`src/rtl/led_pkg.sv`:
```
// Shared constants, state encoding and a small legality helper for the LED sequencer.
package led_pkg;

  localparam int NUM_LEDS = 6;
  localparam int DEPTH    = 8;
  localparam int ADDR_W   = 3;
  localparam int DWELL_W  = 24;
  localparam int LEN_W    = 4;
  localparam int LOOP_W   = 8;

  localparam logic [NUM_LEDS-1:0] IDLE_PATTERN = 6'b111110;

  // Half-second dwell at a 27 MHz system clock (cycles minus one).
  localparam logic [DWELL_W-1:0] DWELL_500MS = 24'd13_499_999;

  typedef enum logic {
    ST_IDLE = 1'b0,
    ST_RUN  = 1'b1
  } seq_state_e;

  // A playback length is usable only if it names at least one and at most DEPTH entries.
  function automatic logic len_ok(input logic [LEN_W-1:0] len);
    return (len != '0) && (len <= LEN_W'(DEPTH));
  endfunction

endpackage

```
`src/rtl/led_dwell_timer.sv`:
```
// Per-step dwell timer: counts 0..dwell_l while running, flags the last cycle of each step.
module led_dwell_timer
  import led_pkg::*;
(
  input  logic               sys_clk,
  input  logic               sys_rst_n,
  input  logic               load,
  input  logic [DWELL_W-1:0] dwell,
  input  logic               run,
  output logic               step_tick
);

  logic [DWELL_W-1:0] dwell_l;
  logic [DWELL_W-1:0] tick;

  // Latch the dwell on load; count while running, wrap at dwell_l; hold at zero when idle.
  always_ff @(posedge sys_clk or negedge sys_rst_n) begin
    if (!sys_rst_n) begin
      dwell_l <= '0;
      tick    <= '0;
    end else if (load) begin
      dwell_l <= dwell;
      tick    <= '0;
    end else if (run) begin
      tick <= (tick == dwell_l) ? '0 : tick + DWELL_W'(1);
    end else begin
      tick <= '0;
    end
  end

  assign step_tick = run && (tick == dwell_l);

endmodule

```
`src/rtl/led_seq_ctrl.sv`:
```
// Pattern-table LED sequencer: host loads up to DEPTH patterns, then plays them with a
// programmable dwell per step and a loop count (0 = forever).
module led_seq_ctrl
  import led_pkg::*;
(
  input  logic                sys_clk,
  input  logic                sys_rst_n,
  input  logic                cfg_we,
  input  logic [ADDR_W-1:0]   cfg_addr,
  input  logic [NUM_LEDS-1:0] cfg_data,
  input  logic [LEN_W-1:0]    seq_len,
  input  logic [DWELL_W-1:0]  dwell,
  input  logic [LOOP_W-1:0]   loop_cnt,
  input  logic                start,
  input  logic                stop,
  output logic [NUM_LEDS-1:0] led,
  output logic                busy,
  output logic                done,
  output logic                cfg_err
);

  seq_state_e                       state;
  logic [DEPTH-1:0][NUM_LEDS-1:0]   pat_tbl;
  logic [ADDR_W-1:0]                idx;
  logic [LOOP_W-1:0]                loops;
  logic [LOOP_W-1:0]                loop_cnt_l;
  logic [LEN_W-1:0]                 len_l;

  logic start_ok;
  logic step_tick;
  logic at_end;
  logic last_loop;
  logic [ADDR_W-1:0] idx_nxt;

  // Stop has priority over start, so a simultaneous start/stop in IDLE launches nothing.
  assign start_ok  = (state == ST_IDLE) && start && !stop && len_ok(seq_len);
  assign idx_nxt   = idx + ADDR_W'(1);
  assign at_end    = ({1'b0, idx} == (len_l - LEN_W'(1)));
  // Widened compare so loops+1 never wraps against a latched count of 255.
  assign last_loop = (({1'b0, loops} + 9'd1) == {1'b0, loop_cnt_l});

  led_dwell_timer u_timer (
    .sys_clk   (sys_clk),
    .sys_rst_n (sys_rst_n),
    .load      (start_ok),
    .dwell     (dwell),
    .run       (state == ST_RUN),
    .step_tick (step_tick)
  );

  // Pattern table: writable only while idle so playback never sees a half-updated sequence.
  always_ff @(posedge sys_clk or negedge sys_rst_n) begin
    if (!sys_rst_n) begin
      pat_tbl <= '0;
    end else if (cfg_we && (state == ST_IDLE)) begin
      for (int i = 0; i < DEPTH; i++) begin
        if (cfg_addr == ADDR_W'(i)) pat_tbl[i] <= cfg_data;
      end
    end
  end

  // Playback FSM with registered LED, busy and single-cycle done/cfg_err pulses.
  always_ff @(posedge sys_clk or negedge sys_rst_n) begin
    if (!sys_rst_n) begin
      state      <= ST_IDLE;
      led        <= IDLE_PATTERN;
      busy       <= 1'b0;
      done       <= 1'b0;
      cfg_err    <= 1'b0;
      idx        <= '0;
      loops      <= '0;
      len_l      <= '0;
      loop_cnt_l <= '0;
    end else begin
      done    <= 1'b0;
      cfg_err <= 1'b0;
      case (state)
        ST_IDLE: begin
          if (start && !stop) begin
            if (len_ok(seq_len)) begin
              len_l      <= seq_len;
              loop_cnt_l <= loop_cnt;
              led        <= pat_tbl[0];
              busy       <= 1'b1;
              idx        <= '0;
              loops      <= '0;
              state      <= ST_RUN;
            end else begin
              cfg_err <= 1'b1;
            end
          end
        end
        ST_RUN: begin
          // Table writes are dropped while playing; flag them to the host.
          if (cfg_we) cfg_err <= 1'b1;
          if (stop) begin
            led   <= IDLE_PATTERN;
            busy  <= 1'b0;
            idx   <= '0;
            state <= ST_IDLE;
          end else if (step_tick) begin
            if (!at_end) begin
              idx <= idx_nxt;
              led <= pat_tbl[idx_nxt];
            end else begin
              idx <= '0;
              if (loop_cnt_l == '0) begin
                led <= pat_tbl[0];
              end else if (last_loop) begin
                led   <= IDLE_PATTERN;
                busy  <= 1'b0;
                done  <= 1'b1;
                state <= ST_IDLE;
              end else begin
                loops <= loops + LOOP_W'(1);
                led   <= pat_tbl[0];
              end
            end
          end
        end
        default: state <= ST_IDLE;
      endcase
    end
  end

endmodule

```
`config.mk`:
```
export PLATFORM = sky130hd
export DESIGN_NAME = led_seq_ctrl
export DESIGN_NICKNAME = d
export VERILOG_FILES = /design/src/rtl/led_pkg.sv /design/src/rtl/led_dwell_timer.sv /design/src/rtl/led_seq_ctrl.sv
export SDC_FILE = /design/constraint.sdc
export NUM_CORES = 1
export LEC_CHECK = 0
export ABC_AREA = 0
export CORE_MARGIN = 2
export CORE_UTILIZATION = 45
export CTS_CLUSTER_SIZE = 25
export DETAILED_ROUTE_END_ITERATION = 8
export GPL_ROUTABILITY_DRIVEN = 0
export PLACE_DENSITY = 0.62
export RECOVER_POWER = 50
export SETUP_SLACK_MARGIN = 0.05
export SYNTH_ARGS = -nofsm -noshare
export SYNTH_HDL_FRONTEND = slang
export SYNTH_SLANG_ARGS = --single-unit
```
`constraint.sdc`:
```
create_clock -name sys_clk -period 3.1 [get_ports sys_clk]
set_input_delay 0.465 -clock sys_clk [delete_from_list [all_inputs] [get_ports sys_clk]]
set_output_delay 0.465 -clock sys_clk [all_outputs]
set_load 0.01 [all_outputs]
```
[Yosys cells after proc, flatten, opt, wreduce, memory -nomap -nowiden]
Index checks and enable logic that the tools add are counted.
Cells by class
  reduce and logical (&&, ||, !) cells: 23
  equal/unequal tests: 21
  $lt $le $gt $ge: 2
  bitwise logic cells: 1
  $add $sub $neg: 5
  multiplexer cells: 53
Operators by type and width (number)
  2-to-1 mux 24 bit: 3
  2-to-1 mux 8 bit: 7
  2-to-1 mux 6 bit: 8
  adder 24 x 1 -> 24 bit, second input constant: 1
  == test 24 bit: 1
  2-to-1 mux 1 bit: 23
  binary-select mux 6 bit (select 3 bit): 1
  case mux 8 bit (2 select lines): 1
  AND reduction 2 bit: 8
  2-to-1 mux 3 bit: 5
  == test 3 bit, second input constant: 4
  case mux 6 bit (2 select lines): 1
  adder 8 x 1 -> 9 bit, second input constant: 1
  == test 9 x 8 -> 1 bit: 1
  inequality test 3 x 2 -> 1 bit, second input constant: 3
  adder 8 x 1 -> 8 bit, second input constant: 1
  zero test 8 bit: 1
  inequality test 2 x 1 -> 1 bit, second input constant: 4
  logical AND 1 bit: 7
  AND reduction 7 bit: 1
  == test 3 x 2 -> 1 bit, second input constant: 2
  inequality test 2 bit, second input constant: 3
  case mux 1 bit (2 select lines): 3
  case mux 3 bit (2 select lines): 1
  13 further kinds: 14
Word-level totals
  output and inout port bits: 9
  register bits: 129
  word-level logic and storage cells: 124
  input bits: 50

[Depth between registers and ports, before layout]
Gate-level depths: netlist (run 1).
  depth after elaboration: 8
  gate-level depth with buffers: 10
  gate-level depth less buffers: 8

[Modules after synthesis]
A second synthesis (run 1) with hierarchy kept.
Unflattened totals
  cell total of the unflattened synthesis: 579
  area, all modules: 6696.4 µm²
Modules (own cells, without submodules)
  led_seq_ctrl: cells an instance 360, times used 1, area each 4200.3 µm², seq. area each 2033.2 µm²
  led_dwell_timer: cells an instance 219, times used 1, area each 2496.1 µm², seq. area each 1201.2 µm²

[Least setup slack after synthesis (run 1)]
No wires, ideal clock.
  path type: register to register
  start: reg idx[1]
  end: reg led[0]
  path slack: 0.696 ns
  arrival: 2.277 ns
  period minus slack after synthesis: 2.404 ns
  stages on the path, launching flop included: 8
  setup time: 0.128 ns
  data required time: 2.972 ns
  buffers on the path: 1
  path through: dfrtp_1 ha_1 clkbuf_1 mux4_2 mux2_2 a22oi_1 o41ai_1 mux2_1
On the way
  longest elaborated chain between the ends: 7
  elaborated cells on any way between the ends: 8
  classes of those cells: 1 x add/sub; 1 x eq/ne; 6 x mux
Ends and longest elaborated chain
  start: declaration: RTL line led_seq_ctrl.sv:24  | logic [ADDR_W-1:0] idx;
  start signal: assignment: RTL line led_seq_ctrl.sv:103  | idx <= idx_nxt;
  adder 3 x 1 -> 3 bit: RTL line led_seq_ctrl.sv:37  | assign idx_nxt = idx + ADDR_W'(1);
  binary-select mux 6 bit (select 3 bit): RTL line led_seq_ctrl.sv:104  | led <= pat_tbl[idx_nxt];
  2-to-1 mux 6 bit (implied by the code): RTL line led_seq_ctrl.sv:104
  2-to-1 mux 6 bit (*): RTL line led_seq_ctrl.sv:102  | if (!at_end) begin
  2-to-1 mux 6 bit (*): RTL line led_seq_ctrl.sv:101  | end else if (step_tick) begin
  2-to-1 mux 6 bit (*): RTL line led_seq_ctrl.sv:96  | if (stop) begin
  case mux 6 bit (2 select lines) (*): RTL line led_seq_ctrl.sv:77  | case (state)
  end signal: assignment: RTL line led_seq_ctrl.sv:83  | led <= pat_tbl[0];
  end signal: assignment: RTL line led_seq_ctrl.sv:104
  end signal: assignment: RTL line led_seq_ctrl.sv:108  | led <= pat_tbl[0];
  end: declaration: RTL line led_seq_ctrl.sv:16  | output logic [NUM_LEDS-1:0] led,
Every way passes the cells marked *; elsewhere a longest branch is shown, timed or not. The select of a mux whose other input is x is not followed.
A chain may end at the register's enable or synchronous reset.

[Worst setup path in the final report (run 1)]
  start: reg loops[0]
  end: reg led[0]
On the way
  longest elaborated chain between the ends: 8
Ends and longest elaborated chain
  start: declaration: RTL line led_seq_ctrl.sv:25  | logic [LOOP_W-1:0] loops;
  start signal: assignment: RTL line led_seq_ctrl.sv:115  | loops <= loops + LOOP_W'(1);
  adder 8 x 1 -> 9 bit: RTL line led_seq_ctrl.sv:40  | assign last_loop = (({1'b0, loops} + 9'd1) == {1'b0, loop_cnt_l});
  == test 9 x 8 -> 1 bit: RTL line led_seq_ctrl.sv:40
  2-to-1 mux 6 bit: RTL line led_seq_ctrl.sv:109  | end else if (last_loop) begin
  2-to-1 mux 6 bit: RTL line led_seq_ctrl.sv:107  | if (loop_cnt_l == '0) begin
  2-to-1 mux 6 bit: RTL line led_seq_ctrl.sv:102
  2-to-1 mux 6 bit: RTL line led_seq_ctrl.sv:101
  2-to-1 mux 6 bit: RTL line led_seq_ctrl.sv:96
  case mux 6 bit (2 select lines): RTL line led_seq_ctrl.sv:77
Every way passes these cells. The select of a mux whose other input is x is not followed.

==> qor.yml, run 1 <==
ys_async_sr_fraction_pct: 100
crit_path_end_kind: "flip-flop"
post_synth_num_cell_types: 67
crit_reg_reg_endpoint: "led[0]"
synth_ff_type: "sky130_fd_sc_hd__dfrtp_1"
whs_ps: 480
total_power_mw: 5.06
clock_latency_ps: 420
critical-path-max-stage-delay_ps: 470
detail_route.wl_per_cell_um: 18.0
num_antenna_cells: 0
pin_count: 59
rsz0062_at_grt: "false"
htreeDepth: 4
clk_root_buffer_cell: "sky130_fd_sc_hd__clkbuf_16"
clock_sinks: 129
holdCritPathClass: "flip-flop to flip-flop"
track_usage_pct: 19.7
layout.filler_cells: 1235
synth_cells: 544
initial_antenna_violation_count: 0
layout-drive-gt1-share_pct: 26.2
fp-row-count: 44
dr.pass1.iters: 4
power-per-cell-area_mw_per_mm2: 643
detailed_placer_s_ending_hpwl_mm: 10.0
failing_checks: "max-capacitance violations, max-slew violations"
timing.critical_path.arrival_ps: 3030
final_util_pct: 54.8
synth_area_mm2: 0.00656
rr_worst_depth: 8
final.period_utilization_pct: 88.1
holdCritStartpoint: "led[4]"
r2r-start: "loops[0]"
via_per_inst: 5.59
postRouteAntennaNets: 0
cap_viol_max_count: 1
timing.critical_path.buf_inv: 0
tritoncts_clock_tree: "built"
cp_slowest_cell: "sky130_fd_sc_hd__dfrtp_1"
drt_drc_violations_left: 0
die-height_um: 125
number_of_storage_elements_in_the_synthesis_netlist: 129
seq_area_frac_synth_pct: 49.3
totalNegativeSetupSlack_ps: 0
fin_nets: 659
floorplan.die_area_mm2: 0.0156
drt_iter0_markers: 270
grt_pass1_vias: 4818
routed-via-count: 4483
crit_chain: "ha_1, o21ba_2, a221oi_1, o32ai_1, or2_1, nor3_2, o41ai_1, mux2_1"
yosysWarningCount: 0
critical-path-top-delay-family: "compound AO/OA/AOI/OAI gates"
post-route-cell-area_mm2: 0.00788
totalWireLength_mm: 14.5
synth-edff-count: 0
layout_min_cycle_time_ps: 2730
max-slew-margin-rel_pct: -12.6
grt_max_degree: 78
clock_path_buffers: 2
path_max_fanout: 8
clk_pin_slew_worst_paths_ps: 60
die_w_um: 125
initial_core_util_pct: 45.7
worst_slew_pin_slew_ps: 1690
grt-ovfl-total: 0
start_kind: "flip-flop"
min_delay_worst_endpoint: "led[4]"
io_buffer_count: 58
wire_length_of_the_first_global_routing_pass_mm: 24.4
timing.reg2reg.setup_slack_ps: 370
status: "complete, but fails checks"
leakage_nw: 3.24
finalMaxSlewViolations: 28
worst-setup-path-type: "flip-flop to flip-flop"
area_delta_synth_final_pct: 20.1
numCtsBuffers: 17
finalClockSkew_ps: 9.08
floorplan.core_area_mm2: 0.0144
min_path_cells: 2
final_hold_viol_count: 0
postSynthNetCount: 598
finalSetupViolCount: 0
dpl-instance-area_mm2: 0.00732
vdd_drop_max_v: 0.000602
synthesis.area_per_instance_um2: 12.1
worstPathRequired_ps: 3400
max_freq_mhz: 366
==> stage by stage <==
stage / std cells / worst slack [ps]
4_1_cts: 802 / 387
3_5_place_dp: 769 / 375
2_1_floorplan: 544 / 696
5_1_grt: 802 / 208
3_3_place_gp: 769 / 416
6_report: 802 / 368
==> repair_timing <==
item,4_1_cts,5_1_grt
setup buffers,0,0
setup endpoints to repair,0,0
resized for setup,0,0
endpoints found under the hold margin,21,0
hold buffers,1,0
==> report_power, final <==
group	leakage, nW	internal [mW]	switching (mW)
Clock	0.278	1.18	0.688
Sequential	1.61	2.01	0.226
Combinational	1.36	0.569	0.393
Total	3.24	3.76	1.31
==> layout make-up <==
| cell class | instances | area, µm² | area share, % |
|---|---|---|---|
| Clock buffer | 26 | 499 | 6.34 |
| Clock inverter | 6 | 55.1 | 0.699 |
| Inverter | 11 | 41.3 | 0.524 |
| Multi-Input combinational cell | 377 | 3150 | 40.0 |
| Sequential cell | 129 | 3230 | 41.1 |
| Tap cell | 184 | 230 | 2.92 |
| Timing Repair Buffer | 69 | 669 | 8.50 |
==> how the worst max path moves through the flow <==
| stage | from | depth (start not counted) | slack [ps] | to |
|---|---|---|---|---|
| after floorplan | idx[1] | 7 | 700 | led[0] |
| after global placement | seq_len[2] | 6 | 420 | led[0] |
| after detailed placement | seq_len[2] | 6 | 380 | led[0] |
| after CTS | loops[0] | 8 | 390 | led[0] |
| after global routing | loops[0] | 8 | 210 | led[0] |
| final | loops[0] | 8 | 370 | led[0] |
==> cells in the final DEF, fill, tap and decap left out, types with 5 or more instances in the layout <==
master                            netlist  routed
sky130_fd_sc_hd__o31ai_1                6       6
sky130_fd_sc_hd__o22ai_1                6       6
sky130_fd_sc_hd__and2_1                 6       6
sky130_fd_sc_hd__a21oi_1                9       9
sky130_fd_sc_hd__clkinv_2               0       5
sky130_fd_sc_hd__xnor2_1               19      19
sky130_fd_sc_hd__inv_1                 11      11
sky130_fd_sc_hd__nand4_1               11      11
sky130_fd_sc_hd__nor2_1                33      33
sky130_fd_sc_hd__mux2_2                89      89
sky130_fd_sc_hd__xor2_1                41      41
sky130_fd_sc_hd__nand2_1               30      30
sky130_fd_sc_hd__clkbuf_16              0      17
sky130_fd_sc_hd__nor4_1                10      10
sky130_fd_sc_hd__mux4_2                12      12
sky130_fd_sc_hd__clkdlybuf4s50_1        0      56
sky130_fd_sc_hd__o21ai_0               10      10
sky130_fd_sc_hd__buf_4                  0       8
sky130_fd_sc_hd__clkbuf_1              11       6
sky130_fd_sc_hd__nand3_1               17      17
sky130_fd_sc_hd__dfstp_2                5       5
sky130_fd_sc_hd__dfrtp_1              124     124
sky130_fd_sc_hd__and3_1                 7       7
==> flip-flops by register name, summed over array words and instances, names as in the netlist <==
signal and cells:
idx 3, done 1, state 1, busy 1, u_timer.tick 24, loops 8, len_l 4, cfg_err 1
u_timer.dwell_l 24, loop_cnt_l 8, pat_tbl 48, led 6
==> worst reg2reg max path: cells and delay by family, from the launching register on <==
| family | cells | cell delay, ps |
|---|---|---|
| AO/OA/AOI/OAI | 4 | 830 |
| AND/OR/NAND/NOR | 2 | 680 |
| flip-flops | 1 | 470 |
| adder cells (fa/ha/maj) | 1 | 350 |
| multiplexers | 1 | 280 |
==> cells in the mapped netlist (4+ instances only) <==
cell | instances | area [µm²]
sky130_fd_sc_hd__mux2_2 | 89 | 1000
sky130_fd_sc_hd__clkbuf_1 | 11 | 41.3
sky130_fd_sc_hd__o31ai_1 | 6 | 45.0
sky130_fd_sc_hd__nor2_1 | 33 | 124
sky130_fd_sc_hd__nand2_1 | 30 | 113
sky130_fd_sc_hd__nand3_1 | 17 | 85.1
sky130_fd_sc_hd__buf_2 | 11 | 55.1
sky130_fd_sc_hd__and3_1 | 7 | 43.8
sky130_fd_sc_hd__xor2_1 | 41 | 359
sky130_fd_sc_hd__nand4_1 | 11 | 68.8
sky130_fd_sc_hd__o22ai_1 | 6 | 37.5
sky130_fd_sc_hd__nor4_1 | 10 | 62.6
sky130_fd_sc_hd__and4_1 | 4 | 35.0
sky130_fd_sc_hd__or4_1 | 4 | 30.0
sky130_fd_sc_hd__o21ai_0 | 10 | 50.1
sky130_fd_sc_hd__ha_1 | 4 | 50.1
sky130_fd_sc_hd__dfstp_2 | 5 | 131
sky130_fd_sc_hd__mux4_2 | 12 | 270
sky130_fd_sc_hd__inv_1 | 11 | 41.3
sky130_fd_sc_hd__xnor2_1 | 19 | 166
sky130_fd_sc_hd__and2_1 | 6 | 37.5
sky130_fd_sc_hd__dfrtp_1 | 124 | 3100
sky130_fd_sc_hd__a21oi_1 | 9 | 45.0
==> per-layer routing <==
layer  wire length (µm)  GRT usage (%)  up-vias
li1                   -              -     2097
met1               6640           25.2     2279
met2               7070           32.2       87
met3                560           5.67       20
met4                197           6.94        0
met5                  0              0        -
==> cells by family (layout without fill, tap and decap cells) <==
| family | Yosys count | in the layout | share of synthesized area [%] |
|---|---|---|---|
| muxes | 102 | 102 | 19.6 |
| xor gates and xnor gates | 61 | 61 | 8.26 |
| buffers and inverters | 38 | 112 | 2.73 |
| DFF | 129 | 129 | 49.3 |
| and+or+nand+nor | 152 | 152 | 13.1 |
| adders and majority gates | 4 | 4 | 0.763 |
| AOI/OAI and AO/OA | 58 | 58 | 6.27 |
No activity file was read; power rests on OpenSTA's default activity.
==> run 2, diff against run 1 <==
--- a/config.mk
+++ b/config.mk
@@ -7,11 +7,11 @@
 export LEC_CHECK = 0
 export ABC_AREA = 0
 export CORE_MARGIN = 2
-export CORE_UTILIZATION = 45
+export CORE_UTILIZATION = 25
 export CTS_CLUSTER_SIZE = 25
 export DETAILED_ROUTE_END_ITERATION = 8
 export GPL_ROUTABILITY_DRIVEN = 0
-export PLACE_DENSITY = 0.62
+export PLACE_DENSITY = 0.38
 export RECOVER_POWER = 50
 export SETUP_SLACK_MARGIN = 0.05
 export SYNTH_ARGS = -nofsm -noshare
==> qor.yml, run 2 (same netlist as run 1, synthesis figures left out) <==
status: "complete, but fails checks"
failing_checks: "max-capacitance violations, max-slew violations"
track_usage_pct: 12.5  # -7.2 points
cap_viol_max_count: 1  # unchanged
worst_slew_pin_slew_ps: 2640  # +950 ps
max_freq_mhz: 380  # +3.9%
worstPathRequired_ps: 3410  # about the same
clock_latency_ps: 430  # about the same
post-cts-setup-buffers: 0  # unchanged
num_antenna_cells: 0  # unchanged
initial_antenna_violation_count: 0  # unchanged
layout.filler_cells: 2638  # +110%
layout_min_cycle_time_ps: 2630  # -102 ps
fin_nets: 661  # +0.30%
dr.pass1.iters: 4  # unchanged
detail_route.wl_per_cell_um: 17.2  # -4.5%
final_hold_viol_count: 0  # unchanged
timing.critical_path.arrival_ps: 2940  # -90 ps
htreeDepth: 4  # unchanged
max_flop_register: "pat_tbl"
holdCritPathClass: "flip-flop to flip-flop"
grt_pass1_vias: 4775  # -0.89%
layout-drive-gt1-share_pct: 27.1  # +0.88 points
clock_path_buffers: 2  # unchanged
die_w_um: 166  # +33%
routed-via-count: 4442  # -0.91%
path_max_fanout: 8  # unchanged
die-height_um: 166  # +33%
postRouteAntennaNets: 0  # unchanged
initial_core_util_pct: 25.3  # -20 points
tritoncts_clock_tree: "built"
leakage_nw: 3.24  # -0.18%
totalNegativeSetupSlack_ps: 0  # unchanged
vdd_drop_max_v: 0.000297  # -51%
start_kind: "flip-flop"
clk_root_buffer_cell: "sky130_fd_sc_hd__clkbuf_16"
finalMaxSlewViolations: 45  # +61%
worst-setup-path-type: "flip-flop to flip-flop"
totalWireLength_mm: 16.4  # +14%
post_cts_hold_buffer_count: 0  # -1
grt_max_degree: 49  # -37%
dpl.cell_count: 923  # +20%
finalSetupViolCount: 0  # unchanged
clk_pin_slew_worst_paths_ps: 70  # about the same
power-per-cell-area_mw_per_mm2: 638  # -0.76%
finalClockSkew_ps: 9.47  # +0.390 ps
layoutNonFillerInstCount: 955  # +19%
crit_path_end_kind: "flip-flop"
pin_count: 59  # unchanged
total_power_mw: 5.16  # +1.9%
clock_sinks: 129  # unchanged
most_common_cell_after_layout_fill_and_taps_aside: "sky130_fd_sc_hd__dfrtp_1"
wire_length_of_the_first_global_routing_pass_mm: 26.8  # +10%
cts_resized: 0  # unchanged
grt-ovfl-total: 0  # unchanged
max-slew-margin-rel_pct: -75.9  # -63 points
area_delta_synth_final_pct: 23.2
fp-row-count: 59  # +34%
final_util_pct: 31.2  # -24 points
drt_drc_violations_left: 0  # unchanged
floorplan.die_area_mm2: 0.0276  # +77%
layout.cells.most_common_list: "124 x sky130_fd_sc_hd__dfrtp_1, 89 x sky130_fd_sc_hd__mux2_2, 56 x sky130_fd_sc_hd__clkdlybuf4s50_1, 41 x sky130_fd_sc_hd__xor2_1, 33 x sky130_fd_sc_hd__nor2_1"
io_buffer_count: 58  # unchanged
largest_registers: "pat_tbl: 48 flops, u_timer.dwell_l: 24 flops, u_timer.tick: 24 flops"
detailed_placer_s_ending_hpwl_mm: 11.8  # +18%
floorplan.core_area_mm2: 0.0259  # +80%
drt_iter0_markers: 250  # -7.4%
numCtsBuffers: 17  # unchanged
flip_flop_count_of_the_largest_register_all_copies_and_words_added: 48  # unchanged
final.period_utilization_pct: 84.8  # -3.3 points
rsz0062_at_grt: "false"
via_per_inst: 4.65  # -17%
==> run 2: report_power, final <==
part | internal [mW] | total (mW) | switching (mW)
sequential | 2.01 | 2.24 | 0.232
combinational | 0.571 | 0.978 | 0.407
clock | 1.06 | 1.94 | 0.882
==> run 2: worst max-delay path, cell delays in order, from the launching register on <==
cell                       delay [ps]
sky130_fd_sc_hd__dfrtp_1          470
sky130_fd_sc_hd__ha_1             350
sky130_fd_sc_hd__o21ba_2          250
sky130_fd_sc_hd__a221oi_1         280
sky130_fd_sc_hd__o32ai_1          160
sky130_fd_sc_hd__or2_1            280
sky130_fd_sc_hd__nor3_2           350
sky130_fd_sc_hd__o41ai_1          100
sky130_fd_sc_hd__mux2_1           280
==> run 2: metrics by stage <==
stage / hold slack (ps) / setup slack (ps) / instance area [µm²]
after global placement: 478 / 532 / 7530
after floorplan: 169 / 696 / 6560
after detailed placement: 474 / 484 / 7530
after global routing: 512 / 185 / 8090
after CTS: 74.8 / 473 / 8100
final: 483 / 471 / 8090
==> run 2: path summary, 6_finish.rpt <==
path                           start  depth (start not counted)        to  slack [ps]
max in group asynchronous  sys_rst_n                          1  loops[5]         730
min                           led[3]                          2    led[3]         480
min reg2reg                   led[3]                          2    led[3]         480
max reg2reg                 loops[0]                          8    led[0]         470
min in group asynchronous  sys_rst_n                          1  len_l[1]         870
max                         loops[0]                          8    led[0]         470
==> run 2: layer usage <==
metal | GRT usage (%) | wire length, µm | up-vias
met1 | 17.4 | 7990 | 2258
li1 | - | - | 2097
met4 | 4.61 | 346 | 0
met3 | 2.74 | 488 | 22
met2 | 19.1 | 7620 | 65
met5 | 0 | 0 | -
==> run 2: final cells by class <==
class                   instances  area, µm²  share of cell area (%)
repair buffers                 71        677                    8.37
multi-input cells             377       3150                    38.9
clock inverters                15        141                    1.75
flip-flops and latches        129       3230                    40.0
clock buffers                  17        425                    5.26
inverters                      11       41.3                   0.511
well taps                     335        419                    5.18
==> run 3, diff against run 2 <==
==> constraint.sdc (replaced) <==
create_clock -name sys_clk -period 2.7 [get_ports sys_clk]
set_input_delay 0.405 -clock sys_clk [delete_from_list [all_inputs] [get_ports sys_clk]]
set_output_delay 0.405 -clock sys_clk [all_outputs]
set_load 0.01 [all_outputs]
==> qor.yml, run 3 (same netlist as run 1, synthesis figures left out) <==
num_antenna_cells: 0  # unchanged
flip_flop_count_of_the_largest_register_all_copies_and_words_added: 48  # unchanged
initial_antenna_violation_count: 0  # unchanged
clock_path_buffers: 2  # unchanged
crit_path_end_kind: "flip-flop"
detailed_placer_s_ending_hpwl_mm: 12.0  # +1.6%
worst_slew_pin_slew_ps: 1170  # -1470 ps
routed-via-count: 4490  # +1.1%
numCtsBuffers: 17  # unchanged
total_power_mw: 6.11  # +19%
layout.cells.most_common_list: "124 x sky130_fd_sc_hd__dfrtp_1, 89 x sky130_fd_sc_hd__mux2_2, 57 x sky130_fd_sc_hd__clkdlybuf4s50_1, 41 x sky130_fd_sc_hd__xor2_1, 33 x sky130_fd_sc_hd__nor2_1"
layout.filler_cells: 2619  # -0.72%
most_common_cell_after_layout_fill_and_taps_aside: "sky130_fd_sc_hd__dfrtp_1"
worstPathRequired_ps: 2990  # -420 ps
drt_iter0_markers: 203  # -19%
status: "complete, no violations"
finalSetupViolCount: 0  # unchanged
holdCritPathClass: "input pin to asynchronous set/reset pin"
finalMaxSlewViolations: 0  # -100%
final.period_utilization_pct: 92.6  # +7.8 points
timing.reg2reg.setup_slack_ps: 200  # -270 ps
cap_viol_max_count: 0  # -1
grt_pass1_vias: 4665  # -2.3%
floorplan.core_area_mm2: 0.0259  # unchanged
grt-ovfl-total: 0  # unchanged
track_usage_pct: 12.6  # +0.094 points
htreeDepth: 4  # unchanged
max-slew-margin-rel_pct: 22.1  # +98 points
vdd_drop_max_v: 0.000297  # +0.11%
totalWireLength_mm: 16.7  # +1.5%
layout_min_cycle_time_ps: 2500  # -129 ps
multiInputGateArea_mm2: 0.00315  # unchanged
final_util_pct: 31.7  # +0.52 points
worst-setup-path-type: "flip-flop to flip-flop"
clock_latency_ps: 430  # about the same
cts_resized: 0  # unchanged
die-height_um: 166  # unchanged
dr.pass1.iters: 4  # unchanged
rsz0062_at_grt: "false"
start_kind: "flip-flop"
floorplan.die_area_mm2: 0.0276  # unchanged
grt_max_degree: 45  # -8.2%
final_hold_viol_count: 0  # unchanged
drt_drc_violations_left: 0  # unchanged
via_per_inst: 4.63  # -0.38%
leakage_nw: 3.33  # +2.9%
fin_nets: 675  # +2.1%
initial_core_util_pct: 25.3  # unchanged
max_freq_mhz: 400  # +5.2%
detail_route.wl_per_cell_um: 17.2  # about the same
tritoncts_clock_tree: "built"
totalNegativeSetupSlack_ps: 0  # unchanged
finalClockSkew_ps: 9.89  # +0.419 ps
clk_pin_slew_worst_paths_ps: 60  # about the same
layout-drive-gt1-share_pct: 28.7  # +1.6 points
area.sequential_mm2: 0.00323  # unchanged
post-cts-setup-buffers: 0  # unchanged
timing.critical_path.arrival_ps: 2790  # -150 ps
fp-row-count: 59  # unchanged
area_delta_synth_final_pct: 25.3
pin_count: 59  # unchanged
die_w_um: 166  # unchanged
largest_registers: "pat_tbl: 48 flops, u_timer.dwell_l: 24 flops, u_timer.tick: 24 flops"
post_cts_hold_buffer_count: 0  # unchanged
path_max_fanout: 7  # -1
power-per-cell-area_mw_per_mm2: 744  # +17%
io_buffer_count: 58  # unchanged
wire_length_of_the_first_global_routing_pass_mm: 27.1  # +0.92%
clk_root_buffer_cell: "sky130_fd_sc_hd__clkbuf_16"
postRouteAntennaNets: 0  # unchanged
clock_sinks: 129  # unchanged
max_flop_register: "pat_tbl"
-- run 3: cell count changes in the layout (fill, tap and decap cells not counted), moves of 2 or more --
cell / before / now
sky130_fd_sc_hd__buf_4: 10 / 22
sky130_fd_sc_hd__clkinvlp_4: 4 / 2
sky130_fd_sc_hd__clkbuf_2: 0 / 3
sky130_fd_sc_hd__bufinv_16: 0 / 2
-- run 3: power by group --
group	switching, mW	internal [mW]
sequential	0.262	2.30
clock	1.00	1.41
combinational	0.471	0.664
-- run 3: critical path: stages, from the launching register on --
cell and delay [ps]:
sky130_fd_sc_hd__dfrtp_1 430, sky130_fd_sc_hd__ha_1 310, sky130_fd_sc_hd__o21ba_2 250, sky130_fd_sc_hd__a221oi_1 270, sky130_fd_sc_hd__o32ai_1 150, sky130_fd_sc_hd__or3_4 360
sky130_fd_sc_hd__o21ai_2 130, sky130_fd_sc_hd__buf_4 150, sky130_fd_sc_hd__nor4_1 50, sky130_fd_sc_hd__a311o_1 290
-- run 3: cell type report --
class / count / area share, %
flip-flops and latches: 129 / 39.3
multi-input cells: 377 / 38.3
repair buffers: 85 / 9.27
clock buffers: 17 / 5.17
well taps: 335 / 5.10
clock inverters: 15 / 2.33
inverters: 11 / 0.502
-- run 3: metal layers --
layer / routed length (µm) / vias up / track usage (%)
li1: - / 2128 / -
met1: 7980 / 2259 / 17.5
met2: 7880 / 88 / 19.7
met3: 656 / 15 / 2.81
met4: 172 / 0 / 3.86
met5: 0 / - / 0
-- run 3: through the flow --
step	hold WS (ps)	worst slack, ps	cells	area, µm²
after floorplan	109	296	544	6560
after CTS	7.22	199	969	8270
after global routing	288	52.2	969	8220
after detailed placement	470	144	937	7650
after global placement	462	174	937	7650
final	214	200	969	8220
-- run 3: worst paths after layout --
check / to / from / cells after the start
setup reg to reg: loops[2] / loops[1] / 9
setup / recovery: loops[2] / loops[1] / 9
hold reg to reg: led[4] / led[4] / 2
min in group sys_clk: led[4] / led[4] / 2
max in group asynchronous: pat_tbl[36] / sys_rst_n / 2
hold / removal: u_timer.dwell_l[8] / sys_rst_n / 1
